## src/rtl/munch_pkg.sv

```systemverilog
// rtl/munch_pkg.sv - shared encodings, config layout and reset defaults for munch_painter
package munch_pkg;

    typedef enum logic [1:0] {
        MODE_OFF     = 2'd0,
        MODE_TAP     = 2'd1,
        MODE_TAP_REV = 2'd2,
        MODE_FADE    = 2'd3
    } mode_e;

    localparam int CFG_W        = 12;
    localparam int CFG_MODE_LSB = 0;
    localparam int CFG_MODE_W   = 2;
    localparam int CFG_SH_LSB   = 2;
    localparam int CFG_SH_W     = 2;
    localparam int CFG_DIV_LSB  = 4;
    localparam int CFG_DIV_W    = 4;
    localparam int CFG_STEP_LSB = 8;
    localparam int CFG_STEP_W   = 3;
    localparam int CFG_DIR_BIT  = 11;

    typedef struct packed {
        logic                  dir;
        logic [CFG_STEP_W-1:0] step;
        logic [CFG_DIV_W-1:0]  div;
        logic [CFG_SH_W-1:0]   sh;
        mode_e                 mode;
    } cfg_t;

    localparam cfg_t CFG_RST_R = '{dir: 1'b0, step: 3'd1, div: 4'd3, sh: 2'd0, mode: MODE_TAP};
    localparam cfg_t CFG_RST_G = '{dir: 1'b0, step: 3'd1, div: 4'd1, sh: 2'd1, mode: MODE_TAP_REV};
    localparam cfg_t CFG_RST_B = '{dir: 1'b0, step: 3'd1, div: 4'd0, sh: 2'd2, mode: MODE_TAP};

    function automatic cfg_t to_cfg(input logic [CFG_W-1:0] w);
        cfg_t c;
        c.mode = mode_e'(w[CFG_MODE_LSB +: CFG_MODE_W]);
        c.sh   = w[CFG_SH_LSB +: CFG_SH_W];
        c.div  = w[CFG_DIV_LSB +: CFG_DIV_W];
        c.step = w[CFG_STEP_LSB +: CFG_STEP_W];
        c.dir  = w[CFG_DIR_BIT];
        return c;
    endfunction

endpackage

```

## src/rtl/munch_channel.sv

```systemverilog
// rtl/munch_channel.sv - one colour channel: config, prescaled position counter, trail decode
module munch_channel import munch_pkg::*; #(
    parameter int   IDX_BITS   = 8,
    parameter int   COLOR_BITS = 8,
    parameter int   TRAIL_LEN  = 8,
    parameter cfg_t RST_CFG    = CFG_RST_R
) (
    input  logic                  clk_i,
    input  logic                  resetn_i,
    input  logic                  frame_start_i,
    input  logic                  cfg_we_i,
    input  logic [CFG_W-1:0]      cfg_data_i,
    input  logic                  pix_valid_i,
    input  logic [IDX_BITS-1:0]   v_i,
    output logic [COLOR_BITS-1:0] color_o
);

    cfg_t                 pend_q, pend_d, act_q, act_d;
    logic [CFG_DIV_W-1:0] presc_q, presc_d;
    logic [IDX_BITS-1:0]  pos_q, pos_d, d_q, d_d;
    logic [IDX_BITS-1:0]  step_ext, k, low_mask;
    logic                 hit;

    // Prescaler and advance look at the outgoing active config; the copy happens alongside.
    always_comb begin
        pend_d   = pend_q;
        act_d    = act_q;
        presc_d  = presc_q;
        pos_d    = pos_q;
        step_ext = IDX_BITS'(act_q.step);
        if (cfg_we_i) pend_d = to_cfg(cfg_data_i);
        if (frame_start_i) begin
            act_d = pend_q;
            if (presc_q >= act_q.div) begin
                presc_d = '0;
                pos_d   = act_q.dir ? pos_q - step_ext : pos_q + step_ext;
            end else begin
                presc_d = presc_q + 1'b1;
            end
        end
        d_d = pos_q - v_i;
    end

    always_comb begin
        k        = d_q >> act_q.sh;
        low_mask = (IDX_BITS'(1) << act_q.sh) - IDX_BITS'(1);
        hit      = ((d_q & low_mask) == '0) && (k < IDX_BITS'(TRAIL_LEN));
        color_o  = '0;
        if (hit) begin
            case (act_q.mode)
                MODE_OFF:     color_o = '0;
                MODE_TAP:     color_o = {1'b1, {(COLOR_BITS-1){1'b0}}} >> k;
                MODE_TAP_REV: color_o = COLOR_BITS'(1) << k;
                MODE_FADE:    color_o = {COLOR_BITS{1'b1}} >> k;
                default:      color_o = '0;
            endcase
        end
    end

    always_ff @(posedge clk_i or negedge resetn_i) begin
        if (!resetn_i) begin
            pend_q  <= RST_CFG;
            act_q   <= RST_CFG;
            presc_q <= '0;
            pos_q   <= '0;
            d_q     <= '0;
        end else begin
            pend_q  <= pend_d;
            act_q   <= act_d;
            presc_q <= presc_d;
            pos_q   <= pos_d;
            if (pix_valid_i) d_q <= d_d;
        end
    end

endmodule

```

## src/rtl/munch_painter.sv

```systemverilog
// rtl/munch_painter.sv - three-channel x^y comet-trail painter between panel scanner and PWM stage
module munch_painter import munch_pkg::*; #(
    parameter int COORD_BITS = 6,
    parameter int IDX_BITS   = COORD_BITS + 2,
    parameter int COLOR_BITS = 8,
    parameter int TRAIL_LEN  = 8
) (
    input  logic                    clk,
    input  logic                    resetn,
    input  logic                    frame_start,
    input  logic                    pix_valid,
    input  logic [COORD_BITS-1:0]   x,
    input  logic [COORD_BITS-1:0]   y,
    input  logic                    cfg_we,
    input  logic [1:0]              cfg_addr,
    input  logic [CFG_W-1:0]        cfg_data,
    output logic                    rgb_valid,
    output logic [3*COLOR_BITS-1:0] rgb24
);

    logic [IDX_BITS-1:0]     v;
    logic [COLOR_BITS-1:0]   red, grn, blu;
    logic                    v1_q, rgb_valid_q;
    logic [3*COLOR_BITS-1:0] rgb24_q;
    logic                    we_r, we_g, we_b;

    assign v    = IDX_BITS'(x ^ y);
    assign we_r = cfg_we && (cfg_addr == 2'd0);
    assign we_g = cfg_we && (cfg_addr == 2'd1);
    assign we_b = cfg_we && (cfg_addr == 2'd2);

    munch_channel #(.IDX_BITS(IDX_BITS), .COLOR_BITS(COLOR_BITS), .TRAIL_LEN(TRAIL_LEN),
                    .RST_CFG(CFG_RST_R)) u_red (
        .clk_i(clk), .resetn_i(resetn), .frame_start_i(frame_start), .cfg_we_i(we_r),
        .cfg_data_i(cfg_data), .pix_valid_i(pix_valid), .v_i(v), .color_o(red));

    munch_channel #(.IDX_BITS(IDX_BITS), .COLOR_BITS(COLOR_BITS), .TRAIL_LEN(TRAIL_LEN),
                    .RST_CFG(CFG_RST_G)) u_grn (
        .clk_i(clk), .resetn_i(resetn), .frame_start_i(frame_start), .cfg_we_i(we_g),
        .cfg_data_i(cfg_data), .pix_valid_i(pix_valid), .v_i(v), .color_o(grn));

    munch_channel #(.IDX_BITS(IDX_BITS), .COLOR_BITS(COLOR_BITS), .TRAIL_LEN(TRAIL_LEN),
                    .RST_CFG(CFG_RST_B)) u_blu (
        .clk_i(clk), .resetn_i(resetn), .frame_start_i(frame_start), .cfg_we_i(we_b),
        .cfg_data_i(cfg_data), .pix_valid_i(pix_valid), .v_i(v), .color_o(blu));

    always_ff @(posedge clk or negedge resetn) begin
        if (!resetn) begin
            v1_q        <= 1'b0;
            rgb_valid_q <= 1'b0;
            rgb24_q     <= '0;
        end else begin
            v1_q        <= pix_valid;
            rgb_valid_q <= v1_q;
            if (v1_q) rgb24_q <= {blu, grn, red};
        end
    end

    assign rgb_valid = rgb_valid_q;
    assign rgb24     = rgb24_q;

endmodule

```

## config.mk

```make
export PLATFORM = sky130hd
export DESIGN_NAME = munch_painter
export DESIGN_NICKNAME = d
export VERILOG_FILES = /design/src/rtl/munch_pkg.sv /design/src/rtl/munch_channel.sv /design/src/rtl/munch_painter.sv
export SDC_FILE = /design/constraint.sdc
export NUM_CORES = 1
export LEC_CHECK = 0
export CORE_MARGIN = 2
export CORE_UTILIZATION = 55
export CTS_CLUSTER_DIAMETER = 200
export DETAILED_ROUTE_END_ITERATION = 6
export PLACE_DENSITY = 0.84
export SLEW_MARGIN = 40
export SYNTH_ARGS = -nofsm -noshare
export SYNTH_HDL_FRONTEND = slang
export SYNTH_HIERARCHICAL = 1
export SYNTH_SLANG_ARGS = --single-unit
```

## constraint.sdc

```tcl
create_clock -name clk -period 3 [get_ports clk]
set_input_delay 0.45 -clock clk [delete_from_list [all_inputs] [get_ports clk]]
set_output_delay 0.45 -clock clk [all_outputs]
set_load 0.05 [all_outputs]
```

* Word level (Yosys, flattened, before mapping)
Cells that the tools add are included.
** Operators by class
- Add/sub/neg operators :: 15
- $lt $le $gt $ge :: 6
- Equality and inequality tests :: 11
- Shift-type cells :: 15
- Muxes and demuxes :: 12
- Bitwise logic cells :: 4
- Reduce and logical (&&, ||, !) cells :: 16
** Operators with widths (count)
- one-hot mux 8 bit (4 select lines) :: 3
- 2-to-1 mux 8 bit :: 6
- >> shifter 8 x 8 -> 8 bit, first input constant :: 6
- adder 8 x 3 -> 8 bit :: 3
- bitwise AND 8 bit :: 3
- zero test 8 bit :: 3
- < comparator 8 x 4 -> 1 bit, second input constant :: 3
- << shifter 1 x 2 -> 8 bit, first input constant :: 3
- << shifter 1 x 8 -> 8 bit, first input constant :: 3
- >> shifter 8 x 2 -> 8 bit :: 3
- subtractor 8 x 2 -> 8 bit, second input constant :: 3
- subtractor 8 x 3 -> 8 bit :: 3
- subtractor 8 x 6 -> 8 bit :: 3
- == test 2 bit, second input constant :: 7
- adder 4 x 1 -> 4 bit, second input constant :: 3
- >= comparator 4 bit :: 3
- 2-to-1 mux 4 bit :: 3
- == test 2 x 1 -> 1 bit, second input constant :: 4
- zero test 2 bit :: 4
- logical AND 1 bit :: 6
- AND reduction 2 bit :: 3
- bitwise XOR 6 bit :: 1
** Storage, ports and cells
- Register bits after elaboration :: 158
- Bits of input ports :: 31
- Output and inout port bits :: 25
- Logic and storage cells :: 121

* Logic depth before layout (Yosys ltp)
Gate-level depths: netlist of the first run.
- Word-level depth :: 6
- Depth in mapped cells :: 10
- Gate-level depth less buffers :: 10

* By module
The synthesis of the first run kept the hierarchy.
** Modules (own cells, without submodules)
- munch_channel (u_grn ...) :: times used 2, cells each 302, area an instance 2929.1 µm², sequential area each 1111.1 µm²
- munch_channel (u_blu) :: times used 1, cells each 302, area an instance 2926.6 µm², sequential area each 1108.6 µm²
- munch_painter :: times used 1, cells each 63, area an instance 1128.6 µm², sequential area each 650.6 µm²

* Worst setup path after synthesis of the first run
Ideal clock, no wire load.
- Kind :: reg-to-reg
- Start point :: register u_blu/act_q[8] (netlist name)
- End point :: register u_blu.pos_q[7]
- Library setup time :: 0.080 ns
- Arrival :: 2.350 ns
- Required time :: 2.920 ns
- Setup slack :: 0.570 ns
- Cell stages (with the launch flop) :: 10
- Buffers on the path :: 0
- Period minus slack after synthesis :: 2.430 ns
- Cell sequence :: dfstp_2 inv_1 ha_1 ha_1 or2_2 ha_1 a2111o_1 o22ai_1 mux2i_1 xnor2_1
** On the way
- Word-level cells in the longest chain between the ends :: 2
- Elaborated cells on any way between the ends :: 3
- Those cells by class :: 2 x add/sub; 1 x mux
** RTL lines
- start: declaration :: RTL line munch_channel.sv:18 : cfg_t pend_q, pend_d, act_q, act_d;
- start signal: assignment :: RTL line munch_channel.sv:69 : act_q <= act_d;
- adder 8 x 3 -> 8 bit / subtractor 8 x 3 -> 8 bit (equally long branches) :: RTL line munch_channel.sv:36 : pos_d = act_q.dir ? pos_q - step_ext : pos_q + step_ext;
- 2-to-1 mux 8 bit (*) :: RTL line munch_channel.sv:36
- end signal: assignment :: RTL line munch_channel.sv:71 : pos_q <= pos_d;
- end: declaration :: RTL line munch_channel.sv:20 : logic [IDX_BITS-1:0] pos_q, pos_d, d_q, d_d;
Mark *: on every way between the ends. The rest lies on a longest branch, timed or not.
A chain may end at the register's enable or synchronous reset.

* Worst setup path in the final report of the first run
- Start point :: register u_red/act_q[8] (netlist name)
- End point :: register u_red.pos_q[7]
** On the way
- Word-level cells in the longest chain between the ends :: 2
- Elaborated cells on any way between the ends :: 3
- Those cells by class :: 2 x add/sub; 1 x mux
** RTL lines (RTL line)
- start: declaration :: munch_channel.sv:18
- start signal: assignment :: munch_channel.sv:69
- adder 8 x 3 -> 8 bit / subtractor 8 x 3 -> 8 bit (equally long branches) :: munch_channel.sv:36
- 2-to-1 mux 8 bit (*) :: munch_channel.sv:36
- end signal: assignment :: munch_channel.sv:71
- end: declaration :: munch_channel.sv:20
Marks and branches as above.

==> results.cfg, run 1 <==
[run_status]
status = finished, final reports clean

[clocking]
ctsHtreeMaxLevel = 4
root_buffer = clkbuf_16
cts_resized = 0
cts_setup_buffers = 0
cts-buffers-inserted = 17
cts_tree = done
path_clk_slew_ns = 0.06
insertion_delay_ns = 0.43
cts.sinks = 158
cts.path.max_buffers = 2

[global_routing]
grt_pass1_wl_mm = 34.8
grt_overflow = 0
grt_use_total = 0.218
grt_max_degree = 64
grt_pass1_vias = 7288
antenna_found_initial = 0

[worst_setup_path]
path_max_fanout = 3
crit_arrival_ns = 2.97
cp-end-kind = flop
critPathKind = flop to flop
cp.required_ns = 3.35
startpoint_type = flop

[layout]
areaGrowthSynthToFinish_pct = 13.6
nets = 1129
fin_util = 0.631
design_area_um2 = 11300
diodes = 0
fillers = 1370
drive_above_1_share = 0.182

[sta]
tns_ns = 0
setup_viol = 0
fin_crit_ns = 2.62
finalCritPeriodShare = 0.874
slew_headroom = 0.485
fin_worst_skew_ns = 0.00948
timing_hold_violations_final = 0
tightest_slew_ns = 0.772
fmax_mhz = 382
rsz0062_at_grt = false
report.final.slew_viol_count = 0

[worst_hold_path]
hold_path.class = input port to flop

[power_and_ir_drop]
total_power_mw = 10.4
ir_drop_v = 0.000574
powerDensity_nw_per_um2 = 926
leakage_nw = 5.07

[yosys]
yosys-top-cells-area = dfrtp_1 (34%), ha_1 (8.3%), mux2_2 (7.3%)
synth.largest_area_cell = dfrtp_1
synth.top_cells.by_count = dfrtp_1 (136), inv_1 (78), nand2_1 (78)
synth.most_common_cell = dfrtp_1
synth_top_cell_area_share = 0.343
syn_area_per_cell_um2 = 10.2
synth_area_um2 = 9910
async_reset_ff_frac = 1.00
yosysSeqAreaShare = 0.402
yosys_most_used_dff = dfrtp_1
synth-seq-cells = 158
synthCells = 969
synth_edf_count = 0
ys_types = 60
yosys_warnings = 6

[detailed_routing]
wirelength_mm = 20.2
drt-initial-drc-count = 509
drtAntennaViolNets = 0
wire_per_inst_um = 15.9
via_per_inst = 5.80
vias = 7343
firstDrtPassIters = 5
drc_errors = 0

[placement]
placed_cell_area_um2 = 10600
portBuffers = 55
dp_hpwl_mm = 14.6
place_congestion = 0.858

[floorplanning]
core_um2 = 17800
die_w_um = 138
start_util = 0.556
pin_count = 56
die_y_um = 138
dieArea_um2 = 19100
rows = 49

[job]
cap_violations = 0
[report_power, final]
group          total [mW]  internal, mW  leakage [nW]  switching, mW
registers            3.43          2.78          1.92          0.649
logic                4.79          2.25          2.85           2.54
clock network        2.22          1.37         0.303          0.846
total                10.4          6.40          5.07           4.03
[kinds of logic after synthesis]
logic type | synth area share
mux | 0.145
fa+ha+maj | 0.0954
compound gates | 0.142
xor+xnor | 0.0239
other cells | 0.000378
simple gates | 0.138
buf+inv | 0.0540
flops | 0.402
[flip-flops by register name, indices dropped and copies added, names as in the netlist]
signal and cells:
rgb24 24, rgb_valid 1, u_blu/act_q 12, u_blu/d_q 8
u_blu/pend_q 12, u_blu/pos_q 8, u_blu/presc_q 4, u_grn/act_q 12
u_grn/d_q 8, u_grn/pend_q 12, u_grn/pos_q 8, u_grn/presc_q 4
u_red/act_q 12, u_red/d_q 8, u_red/pend_q 12, u_red/pos_q 8
u_red/presc_q 4, v1_q 1
[routing by layer]
metal,global-route usage,up-vias,wire length (um)
met4,0.0661,0,354
met2,0.384,133,10400
met5,0,-,0
met3,0.0343,31,621
li1,-,3558,-
met1,0.280,3621,8820
[through the flow]
stage / hold WS, ns / cells / setup WS, ns
floorplan: 0.154 / 974 / 0.570
global route: 0.436 / 1267 / 0.230
global placement: 0.422 / 1235 / 0.281
detailed placement: 0.429 / 1235 / 0.204
finish: 0.428 / 1267 / 0.379
CTS: 0.436 / 1267 / 0.370
[worst paths after layout]
| kind | startpoint | to | slack [ns] | cells past startpoint |
|---|---|---|---|---|
| worst min-delay path | pix_valid | v1_q | 0.43 | 1 |
| min in group asynchronous | resetn | rgb24[19] | 0.53 | 2 |
| max in group asynchronous | resetn | u_grn/act_q[4] | 1.68 | 3 |
| worst max-delay path | u_red/act_q[8] | u_red/pos_q[7] | 0.38 | 9 |
| worst max register to register | u_red/act_q[8] | u_red/pos_q[7] | 0.38 | 9 |
| worst min register to register | u_blu/pend_q[10] | u_blu/act_q[10] | 0.48 | 2 |
[cell type report]
class,instances,area [um^2],share of cell area
Sequential cell,158,3980,0.353
Tap cell,229,287,0.0254
Inverter,81,304,0.0270
Clock buffer,21,470,0.0418
Timing Repair Buffer,69,664,0.0590
Multi-Input combinational cell,699,5420,0.481
Clock inverter,10,136,0.0121
[critical path: stages, from the launching register on]
cell      delay [ns]
dfstp_2         0.54
inv_1           0.07
ha_1            0.21
ha_1            0.19
or2_2           0.30
ha_1            0.32
a2111o_1        0.37
o22ai_1         0.18
mux2i_1         0.24
xnor2_1         0.13
[what timing repair did]
action,4_1_cts,5_1_grt
hold buffers,1,0
endpoints found under the setup margin,0,0
hold endpoints to repair,42,0
[cell usage in the layout (no fill, tap or decap), types with 9 or more instances in the layout]
master	count
clkbuf_16	17
a21oi_1	33
dfstp_2	22
a21o_1	15
o31ai_1	9
nor3b_1	15
mux2i_1	21
nand2_1	78
nand2b_1	9
nor3_1	15
inv_1	78
buf_4	13
mux4_2	9
a211oi_1	9
clkdlybuf4s50_1	52
nand3_1	18
o21ai_0	72
ha_1	66
a31oi_1	15
mux2_2	64
dfrtp_1	136
mux2_4	20
or3_1	9
xor2_1	15
o211ai_1	9
xnor2_1	12
nor2b_1	21
o21a_1	15
nor2_1	48
Note: power is estimated with default switching activity, not from simulation.
==> run 2, diff against run 1 <==
--- a/config.mk
+++ b/config.mk
@@ -5,11 +5,13 @@
 export SDC_FILE = /design/constraint.sdc
 export NUM_CORES = 1
 export LEC_CHECK = 0
+export ABC_CLOCK_PERIOD_IN_PS = 3000
 export CORE_MARGIN = 2
 export CORE_UTILIZATION = 55
 export CTS_CLUSTER_DIAMETER = 200
 export DETAILED_ROUTE_END_ITERATION = 6
-export PLACE_DENSITY = 0.84
+export DONT_BUFFER_PORTS = 1
+export PLACE_DENSITY = 0.8
 export SLEW_MARGIN = 40
 export SYNTH_ARGS = -nofsm -noshare
 export SYNTH_HDL_FRONTEND = slang
==> run 2 against run 1 <==
  * Maximum frequency grew 2.3%
  * Core utilization fell by 3.7 points
  * Critical path type unchanged
  * Clock skew down 0.0042 ns
  * Clock power fell by 3%
  * Critical path depth unchanged
  * Register-to-register slack better by 0.06 ns
  * The flow now finishes with violations (negative hold slack)
  * Power shrank 2.5%
  * Via count shrank 4.4%
  * Wire length fell by 4.9%
  * Largest power group unchanged
  * Global-route usage shrank 1.4 points
  * First-iteration DRC count fell by 13%
==> results.cfg, run 2 (synthesis results as in run 1) <==
[run_status]
status = complete, but fails checks
violations = negative hold slack

[worst_setup_path]
critPathBufInv = 1
cp_cell_sequence = inv_1 > ha_1 > ha_1 > or2_2 > ha_1 > a2111o_1 > o22ai_1 > mux2i_1 > xnor2_1
path_max_fanout = 3
cp.required_ns = 3.36
critPathKind = flop to flop
critPathSlowestCell = dfstp_2
cpMostUsedCell = ha_1
critPathMaxStageDelay_ns = 0.54
cp_top_family = adder cells
crit_arrival_ns = 2.92
startpoint_type = flop
cp-end-kind = flop

[sta]
fin_crit_ns = 2.56
timing_hold_violations_final = 150
hold_ws_ns = -0.283
fin_worst_skew_ns = 0.00529
tns_ns = 0
fmax_mhz = 390
fin_ws_ns = 0.438
finalCritPeriodShare = 0.854
slew_headroom = 0.474
report.final.slew_viol_count = 0
tightest_slew_ns = 0.789
rsz0062_at_grt = false
setup_viol = 0

[global_routing]
grt_overflow = 0
grt_pass1_wl_mm = 32.0
grt_pass1_vias = 6565
grt_max_degree = 159
grt_use_total = 0.205
antenna_found_initial = 0

[clocking]
insertion_delay_ns = 0.43
ctsHtreeMaxLevel = 4
path_clk_slew_ns = 0.06
cts_tree = done
cts-buffers-inserted = 17
cts.path.max_buffers = 2
root_buffer = clkbuf_16
cts_setup_buffers = 0
cts.sinks = 158

[layout]
diodes = 0
layout_commonest_cell = dfrtp_1
largest_reg_flops = 24
areaGrowthSynthToFinish_pct = 7.02
mostFrequentLayoutCells = dfrtp_1 (136), inv_1 (78), nand2_1 (78)
nets = 1063
drive_above_1_share = 0.183

[detailed_routing]
drt-initial-drc-count = 445
drtAntennaViolNets = 0
wirelength_mm = 19.2
via_per_inst = 5.84
wire_per_inst_um = 16.0
vias = 7022
firstDrtPassIters = 4
drc_errors = 0

[floorplanning]
dieArea_um2 = 19100
start_util = 0.556
pin_count = 56
die_y_um = 138
rows = 49
core_um2 = 17800
die_w_um = 138

[power_and_ir_drop]
leakage_nw = 4.78
ir_drop_v = 0.000639
powerDensity_nw_per_um2 = 959

[placement]
dp_hpwl_mm = 13.2
portBuffers = 0
pre_cts_ws_ns = 0.445
place_congestion = 0.864

[worst_hold_path]
hold_path.class = input port to async pin

[job]
cap_violations = 0
run 2: cell types whose count changed in the layout (fill, tap and decap cells not counted), moves of 2 or more:
| cell | before | now |
|---|---|---|
| clkdlybuf4s50_1 | 52 | 0 |
| buf_4 | 13 | 3 |
| clkinvlp_4 | 0 | 6 |
| clkinv_2 | 4 | 2 |
run 2: metal layers:
metal  vias up  part of all wire  GRT usage  routed length, um
met3        30             0.049     0.0582                944
met2       157              0.48      0.334               9260
met5         -                 0          0                  0
met4         0             0.025     0.0730                483
li1       3429                 -          -                  -
met1      3406              0.44      0.263               8500
run 2: power by group:
group          switching [mW]  internal (mW)
logic                    2.37           2.18
clock network           0.887           1.27
registers               0.692           2.78
run 2: what timing repair did:
action	CTS	global route
setup endpoints to repair	0	0
resized for setup	0	0
endpoints found under the hold margin	158	158
run 2: layout make-up:
cell class | instances | area, um^2
Fill cell | 1438 | 7230
Tap cell | 229 | 287
Multi-Input combinational cell | 699 | 5420
Clock buffer | 19 | 453
Inverter | 81 | 304
Clock inverter | 13 | 141
Sequential cell | 158 | 3980
Timing Repair Buffer | 3 | 22.5
run 2: worst reg2reg max path: cells and delay by family (launching register included):
family	cells	cell delay, ns
and+or+nand+nor	1	0.29
buffers and inverters	1	0.07
AOI/OAI and AO/OA	2	0.54
adders and majority gates	3	0.67
muxes	1	0.24
xor gates and xnor gates	1	0.13
DFF	1	0.54
run 2: final timing paths:
path                                  from              to  slack [ns]  depth (start not counted)
max                         u_red/act_q[8]  u_red/pos_q[7]        0.44                          9
min                                 resetn        rgb24[4]       -0.28                          0
max reg2reg                 u_red/act_q[8]  u_red/pos_q[7]        0.44                          9
min reg2reg                u_grn/pend_q[9]  u_grn/act_q[9]        0.48                          2
max in group asynchronous           resetn  u_grn/act_q[8]        2.97                          0
min in group clk                 pix_valid            v1_q        0.06                          0
run 2: per-stage QoR:
step	instances	util	hold WS (ns)	power [mW]	cell area, um^2
after floorplan	974	-	0.154	7.12	9930
after global placement	1170	0.561	0.158	7.74	10000
after detailed placement	1170	0.561	0.159	7.93	10000
after CTS	1202	0.595	-0.300	10.2	10600
after global routing	1202	0.595	-0.315	11.0	10600
final	1202	0.595	-0.283	10.2	10600
==> run 3, diff against run 2 <==
--- a/config.mk
+++ b/config.mk
@@ -6,12 +6,12 @@
 export NUM_CORES = 1
 export LEC_CHECK = 0
 export ABC_CLOCK_PERIOD_IN_PS = 3000
-export CORE_MARGIN = 2
-export CORE_UTILIZATION = 55
+export CORE_UTILIZATION = 45
 export CTS_CLUSTER_DIAMETER = 200
+export CTS_CLUSTER_SIZE = 30
 export DETAILED_ROUTE_END_ITERATION = 6
 export DONT_BUFFER_PORTS = 1
-export PLACE_DENSITY = 0.8
+export PLACE_DENSITY = 0.7
 export SLEW_MARGIN = 40
 export SYNTH_ARGS = -nofsm -noshare
 export SYNTH_HDL_FRONTEND = slang
==> run 3 against run 2 <==
  * The flow still finishes with violations (negative hold slack)
  * Combinational power shrank 2%
  * Largest power group unchanged
  * Critical endpoint is now u_grn/pos_q[7]
  * Global-route usage shrank 2.3 points
  * Sequential cell count is the same
  * Sequential power is essentially flat
  * Sequential share of layout area shrank 0.26 points
  * Cell area grew 0.68%
  * Critical path type unchanged
  * Critical path depth is the same
  * Core utilization shrank 9.3 points
  * Register-to-register slack is essentially flat
  * First-iteration DRC count shrank 35%
  * Non-clock buffer count is the same
  * Via count shrank 2.4%
==> results.cfg, run 3 (synthesis results as in run 1) <==
[global_routing]
grt_use_total = 0.182
grt_pass1_wl_mm = 32.3
antenna_found_initial = 0
grt_pass1_vias = 6708
grt_max_degree = 159
grt_overflow = 0

[sta]
finalCritPeriodShare = 0.852
fin_worst_skew_ns = 0.0115
tightest_slew_ns = 0.805
report.final.slew_viol_count = 0
fmax_mhz = 391
hold_ws_ns = -0.288
rsz0062_at_grt = false
timing_hold_violations_final = 146
setup_viol = 0
fin_ws_ns = 0.444
fin_crit_ns = 2.56
slew_headroom = 0.463
tns_ns = 0

[power_and_ir_drop]
powerDensity_nw_per_um2 = 952
total_power_mw = 10.2
switching_share = 0.383
ir_drop_v = 0.000511
switching_power_mw = 3.89
power_frac_seq = 0.341
intPower_mw = 6.28
pwr-share-comb = 0.440
leakage_nw = 4.79
p_clk_frac = 0.219

[layout]
mostFrequentLayoutCells = dfrtp_1 (136), inv_1 (78), nand2_1 (78)
nets = 1063
areaGrowthSynthToFinish_pct = 7.75
finalNonFillerCells = 1248
fillers = 1894
diodes = 0
largest_reg_flops = 24
design_area_um2 = 10700
layout_commonest_cell = dfrtp_1
drive_above_1_share = 0.182

[worst_setup_path]
critPathKind = flop to flop
cp-end-kind = flop
cp_cell_sequence = inv_1 > ha_1 > ha_1 > or2_2 > ha_1 > a2111o_1 > o22ai_1 > mux2i_1 > xnor2_1
cp.required_ns = 3.36
path_max_fanout = 3
r2r-start = u_grn/act_q[8]
cpMostUsedCell = ha_1
critPathMaxStageDelay_ns = 0.54
crit_start = u_grn/act_q[8]
startpoint_type = flop
crit_arrival_ns = 2.91
critPathSlowestCell = dfstp_2

[run_status]
violations = negative hold slack
status = complete, but fails checks

[floorplanning]
die_y_um = 150
die_w_um = 150
pin_count = 56
dieArea_um2 = 22600
start_util = 0.466
rows = 53
core_um2 = 21300

[placement]
pre_cts_ws_ns = 0.446
dp_hpwl_mm = 13.6
placed_cell_area_um2 = 10100
place_inst = 1216
place_congestion = 0.791
portBuffers = 0

[detailed_routing]
drt-initial-drc-count = 290
vias = 6856
wire_per_inst_um = 15.3
via_per_inst = 5.49
drc_errors = 0
drtAntennaViolNets = 0
firstDrtPassIters = 4
wirelength_mm = 19.1

[job]
cap_violations = 0

[clocking]
cts_tree = done
insertion_delay_ns = 0.43
root_buffer = clkbuf_16
ctsHtreeMaxLevel = 4
cts_setup_buffers = 0
cts-buffers-inserted = 17
cts.sinks = 158
cts.path.max_buffers = 2
cts_resized = 0
path_clk_slew_ns = 0.07

[worst_hold_path]
hold_path.class = input port to async pin
run 3: path summary, 6_finish.rpt:
check                      depth (start not counted)  slack (ns)         endpoint
setup reg to reg                                   9        0.44   u_grn/pos_q[7]
hold reg to reg                                    2        0.48   u_red/act_q[9]
setup / recovery                                   9        0.44   u_grn/pos_q[7]
min in group clk                                   0        0.06             v1_q
max in group asynchronous                          0        2.92  u_grn/pend_q[4]
hold / removal                                     0       -0.29        rgb24[20]
run 3: power by group through the flow:
stage	Clock (mW)	Sequential [mW]	Combinational, mW
finish	2.22	3.47	4.48
global route	2.38	3.58	5.09
CTS	2.28	3.47	4.49
detailed placement	0	3.50	4.44
global placement	0	3.47	4.31
floorplan	0	3.26	3.86
run 3: stage by stage:
stage | util | hold slack [ns]
global placement | 0.473 | 0.158
detailed placement | 0.473 | 0.159
global route | 0.502 | -0.320
CTS | 0.502 | -0.303
finish | 0.502 | -0.288
floorplan | - | 0.154
run 3: final cells by class:
type / instances / area, um^2 / share of cell area
multi-input cells: 699 / 5420 / 0.507
flip-flops and latches: 158 / 3980 / 0.373
clock buffers: 19 / 443 / 0.0415
well taps: 275 / 344 / 0.0322
inverters: 81 / 304 / 0.0285
clock inverters: 13 / 166 / 0.0156
repair buffers: 3 / 22.5 / 0.00211
run 3: worst max-delay path, delay by kind of cell (launching register included):
family | cells | cell delay [ns]
xor gates and xnor gates | 1 | 0.14
DFF | 1 | 0.54
adders and majority gates | 3 | 0.67
AOI/OAI and AO/OA | 2 | 0.53
buffers and inverters | 1 | 0.06
muxes | 1 | 0.25
and+or+nand+nor | 1 | 0.28
run 3: per-layer routing:
| layer | up-vias | part of all wire | track usage |
|---|---|---|---|
| met5 | - | 0 | 0 |
| met4 | 0 | 0.018 | 0.0667 |
| met3 | 22 | 0.039 | 0.0445 |
| met2 | 87 | 0.48 | 0.302 |
| met1 | 3324 | 0.46 | 0.228 |
| li1 | 3423 | - | - |
